## src/rtl/rr_arb_8.sv

```systemverilog
// Round-robin arbiter for 8 requesters.
// Grants one owner with rotating priority and holds it until done, a dropped
// request, or the optional MAX_HOLD limit. One idle cycle separates grants.
module rr_arb_8 #(
   parameter int unsigned MAX_HOLD = 16,
   parameter int unsigned CNT_W    = 5
) (
   input  logic       clk,
   input  logic       rst,
   input  logic [7:0] req,
   input  logic       done,
   output logic [7:0] gnt,
   output logic [2:0] gnt_idx,
   output logic       gnt_valid,
   output logic       timeout
);

   localparam int unsigned N_REQ     = 8;
   localparam int unsigned IDX_W     = 3;
   localparam int unsigned HOLD_LAST = (MAX_HOLD == 0) ? 0 : MAX_HOLD - 1;

   typedef enum logic {
      IDLE  = 1'b0,
      GRANT = 1'b1
   } state_t;

   state_t             state, state_nxt;
   logic [CNT_W-1:0]   cnt, cnt_nxt;
   logic [IDX_W-1:0]   last, last_nxt;
   logic [IDX_W-1:0]   gnt_idx_nxt;
   logic               gnt_valid_nxt;
   logic               timeout_nxt;
   logic [N_REQ-1:0]   gnt_nxt;

   logic [IDX_W-1:0]   pick_c;
   logic               pick_found_c;
   logic [IDX_W-1:0]   scan_c;
   logic               rel_done_c;
   logic               rel_drop_c;
   logic               rel_hold_c;

   // Rotating-priority pick: first set req bit scanning from last+1 around to last.
   always_comb begin
      pick_c       = '0;
      pick_found_c = 1'b0;
      scan_c       = '0;
      for (int unsigned k = 1; k <= N_REQ; k++) begin
         scan_c = last + IDX_W'(k);
         if (!pick_found_c && req[scan_c]) begin
            pick_c       = scan_c;
            pick_found_c = 1'b1;
         end
      end
   end

   // Release causes for the current owner; hold limit only applies when enabled.
   always_comb begin
      rel_done_c = done;
      rel_drop_c = !req[gnt_idx];
      rel_hold_c = (MAX_HOLD != 0) && (cnt == CNT_W'(HOLD_LAST));
   end

   // State register and registered outputs.
   always_ff @(posedge clk) begin
      if (rst) begin
         state     <= IDLE;
         cnt       <= '0;
         last      <= IDX_W'(N_REQ - 1);
         gnt_idx   <= '0;
         gnt_valid <= 1'b0;
         gnt       <= '0;
         timeout   <= 1'b0;
      end else begin
         state     <= state_nxt;
         cnt       <= cnt_nxt;
         last      <= last_nxt;
         gnt_idx   <= gnt_idx_nxt;
         gnt_valid <= gnt_valid_nxt;
         gnt       <= gnt_nxt;
         timeout   <= timeout_nxt;
      end
   end

   // Next-state and next-output logic.
   always_comb begin
      state_nxt     = state;
      cnt_nxt       = cnt;
      last_nxt      = last;
      gnt_idx_nxt   = gnt_idx;
      gnt_valid_nxt = 1'b0;
      timeout_nxt   = 1'b0;

      unique case (state)
         IDLE: begin
            if (pick_found_c) begin
               state_nxt     = GRANT;
               gnt_idx_nxt   = pick_c;
               gnt_valid_nxt = 1'b1;
               cnt_nxt       = '0;
            end
         end
         GRANT: begin
            if (rel_done_c || rel_drop_c || rel_hold_c) begin
               state_nxt   = IDLE;
               last_nxt    = gnt_idx;
               // done or a dropped request outrank the hold limit
               timeout_nxt = rel_hold_c && !rel_done_c && !rel_drop_c;
            end else begin
               gnt_valid_nxt = 1'b1;
               // saturate so an unlimited hold never wraps the counter
               if (cnt != '1) begin
                  cnt_nxt = cnt + CNT_W'(1);
               end
            end
         end
         default: begin
            state_nxt = IDLE;
         end
      endcase

      gnt_nxt = gnt_valid_nxt ? (N_REQ'(1) << gnt_idx_nxt) : '0;
   end

endmodule

```

## config.mk

```make
export PLATFORM = sky130hd
export DESIGN_NAME = rr_arb_8
export DESIGN_NICKNAME = d
export VERILOG_FILES = /design/src/rtl/rr_arb_8.sv
export SDC_FILE = /design/constraint.sdc
export NUM_CORES = 1
export LEC_CHECK = 0
export BUFFER_PORTS_ARGS = -buffer_cell sky130_fd_sc_hd__buf_2
export CORE_ASPECT_RATIO = 1.5
export CORE_MARGIN = 2
export CORE_UTILIZATION = 55
export CTS_CLUSTER_DIAMETER = 60
export DETAILED_ROUTE_END_ITERATION = 7
export GPL_ROUTABILITY_DRIVEN = 0
export PLACE_DENSITY = 0.77
export SYNTH_ARGS = -nofsm -noshare
export SYNTH_HDL_FRONTEND = slang
export SYNTH_SLANG_ARGS = --single-unit
```

## constraint.sdc

```tcl
create_clock -name clk -period 9.85 [get_ports clk]
set_input_delay 1.4775 -clock clk [delete_from_list [all_inputs] [get_ports clk]]
set_output_delay 1.4775 -clock clk [all_outputs]
set_load 0.005 [all_outputs]
```

==> results.py <==
metrics = {
    "timing": {
        "rsz0062_at_grt": "false",
        "fin_worst_skew_ps": 3.80,
        "fin_crit_sh": 0.446,
        "min_period_ps": 4390,
        "slew_violations": 0,
        "hold_viol": 0,
        "max_freq_mhz": 228,
        "setup_viol": 0,
        "worst_slew_pin_slew_ps": 1120,
        "max_slew_margin": 0.248,
        "setup-tns-final_ps": 0,
    },
    "power": {
        "p_leak_nw": 0.837,
        "power.density_mw_per_mm2": 245,
        "p_clk_frac": 0.120,
        "p_sw_mw": 0.216,
        "switching_share": 0.448,
        "ir_drop_mv": 0.143,
        "p_int_mw": 0.266,
        "power_frac_seq": 0.261,
        "comb_power_share": 0.620,
    },
    "floorplanning": {
        "die_width_um": 51.1,
        "initial_core_util": 0.579,
        "fp.dieH_um": 74.6,
        "io_pins": 24,
        "std_cell_rows": 25,
        "die_area_mm2": 0.00381,
        "core_mm2": 0.00316,
    },
    "placed_design": {
        "io_buffers": 23,
        "dp_hpwl_mm": 3.49,
        "dp.cells": 245,
    },
    "final_layout": {
        "syn_to_final_growth_pct": 7.66,
        "final_cell_mix": "buf_2, dfxtp_1, mux2i_1",
        "drive_gt1_frac": 0.249,
        "num-nets-final": 226,
        "final_common_cell": "buf_2",
        "antenna_cells": 0,
        "final-instance-count-excl-fill": 249,
    },
    "min_path": {
        "hold_start": "cnt[0]$_SDFFE_PP0P_",
        "hold_class": "reg -> reg",
        "whs_path_depth": 2,
        "hold_end": "cnt[0]$_SDFFE_PP0P_",
    },
    "synthesis": {
        "synth_ff_type": "dfxtp_1",
        "ys_seq_area_frac": 0.230,
        "synth_top_cell_area_share": 0.230,
        "ys_ff_latch": 21,
        "yosys_warnings": 0,
        "synth.avg_cell_area_um2": 9.53,
        "synthTopCellsByArea": "dfxtp_1, mux4_2, mux2i_1, nand3_1, ha_1",
        "synth_nets": 208,
        "synth_cell_type_count": 60,
        "synth_area_mm2": 0.00183,
        "async_flop_share": 0,
        "synth_top_cell_by_area": "dfxtp_1",
        "synth_edf_count": 0,
        "synthCells": 192,
    },
    "worst_setup_path": {
        "critical-path-slowest-cell": "dfxtp_1",
        "path_max_fanout": 19,
        "crit_required_ps": 9980,
        "worst-r2r-setup-slack_ps": 5460,
        "worstPathCellList": "clkinv_1 > ha_1 > mux4_2 > mux2i_1 > nand4_1 > nor2b_1 > o21ai_1 > a32oi_1 > nor3_1",
        "crit_path_end_kind": "flip-flop",
        "arrival_ps": 4530,
        "r2r_start": "last[0]$_SDFFE_PP1P_",
        "worstSetupStartpointType": "flip-flop",
        "crit_path_max_incr_delay_ps": 820,
        "worst-r2r-cell-count": 9,
        "reg2reg_to": "gnt[5]$_SDFF_PP0_",
        "criticalPathCategory": "reg -> reg",
    },
    "clock_tree": {
        "clk_pin_slew_ps": 80,
        "post-cts-setup-buffers": 0,
        "clock_latency_ps": 270,
        "clk_path_buf_depth": 2,
        "h-tree-depth": 1,
        "cts_buffers": 3,
        "tritoncts": "built",
        "cts-resized-gates": 0,
        "clockRootBuffer": "clkbuf_8",
        "cts_sinks": 21,
        "holdBufCountCts": 0,
    },
    "routing": {
        "drt_iter0_drc": 72,
        "postRouteAntennaNets": 0,
        "wl_mm": 4.49,
        "drc": 0,
        "vias_per_cell": 6.44,
        "wl_per_cell_um": 18.0,
        "vias": 1603,
        "firstDrtPassIters": 4,
    },
    "grt": {
        "antenna_found_initial": 0,
        "grt_overflow": 0,
        "grt_pass1_vias": 1552,
        "grt_usage": 0.259,
        "grt_start_max_net_pins": 23,
        "grt_pass1_wl_mm": 7.51,
    },
    "job": {
        "cap_violations": 0,
    },
    "run_status": {
        "status": "complete, no violations",
    },
}
flip-flops by register name (all words and copies together) (netlist names):
name,count
last,3
gnt,8
timeout,1
state,1
gnt_idx,3
cnt,5
power groups by stage:
stage                     clock, mW  sequential, mW  combinational, mW
after global routing         0.0620           0.129              0.324
after CTS                    0.0582           0.126              0.296
after global placement            0           0.126              0.281
after detailed placement          0           0.128              0.294
final                        0.0576           0.126              0.298
after floorplan                   0           0.116              0.246
area by class of cell:
cell class	instances	area, um^2
well taps	40	50.0
flip-flops and latches	21	420
inverters	9	33.8
multi-input cells	151	1300
clock inverters	1	5.00
fillers	280	1190
repair buffers	24	123
clock buffers	3	41.3
metrics by stage:
| step | instance area (um^2) | hold WS (ps) | setup WS (ps) | power (mW) | utilization |
|---|---|---|---|---|---|
| after floorplan | 1830 | 469 | 6370 | 0.362 | - |
| after global placement | 1920 | 482 | 5820 | 0.407 | 0.609 |
| after detailed placement | 1920 | 493 | 5520 | 0.422 | 0.609 |
| after CTS | 1970 | 504 | 5460 | 0.480 | 0.623 |
| after global routing | 1970 | 546 | 5020 | 0.516 | 0.623 |
| final | 1970 | 498 | 5460 | 0.482 | 0.623 |
worst max path at each step:
stage | from | end | slack [ps] | cells past startpoint
detailed placement | last[0]$_SDFFE_PP1P_ | gnt[5]$_SDFF_PP0_ | 5520 | 9
finish | last[0]$_SDFFE_PP1P_ | gnt[5]$_SDFF_PP0_ | 5460 | 9
global placement | last[0]$_SDFFE_PP1P_ | gnt[7]$_SDFF_PP0_ | 5820 | 9
global route | last[0]$_SDFFE_PP1P_ | gnt[5]$_SDFF_PP0_ | 5020 | 9
floorplan | req[0] | gnt[3]$_SDFF_PP0_ | 6370 | 7
CTS | last[0]$_SDFFE_PP1P_ | gnt[5]$_SDFF_PP0_ | 5460 | 9
worst max-delay path, delay by kind of cell (launching register included):
family	cells	cell delay [ps]
AO/OA/AOI/OAI	2	620
adder cells (fa/ha/maj)	1	720
multiplexers	2	1030
flip-flops	1	820
buffers and inverters	1	360
AND/OR/NAND/NOR	3	700
layer usage:
| layer | global-route usage | wire [um] |
|---|---|---|
| met2 | 0.450 | 2270 |
| met1 | 0.316 | 1900 |
| met4 | 0.156 | 202 |
| met3 | 0.0139 | 110 |
| met5 | 0 | 0 |
synthesized netlist by cell type (all sizes together) (5+ instances only):
cell,number
mux2i,16
nor3b,8
mux4,12
a21oi,5
mux2,6
nor3,8
ha,5
inv,8
nand2,11
buf,7
o21ai,7
dfxtp,21
nand3,13
nor2,8
kinds of logic after synthesis:
family                   after synthesis  synth area share
AO/OA/AOI/OAI                         36             0.146
multiplexers                          34             0.274
buffers and inverters                 20            0.0616
XOR/XNOR                               6            0.0328
flip-flops                            21             0.230
AND/OR/NAND/NOR                       70             0.221
adder cells (fa/ha/maj)                5            0.0342
(Power assumes the default switching activity.)
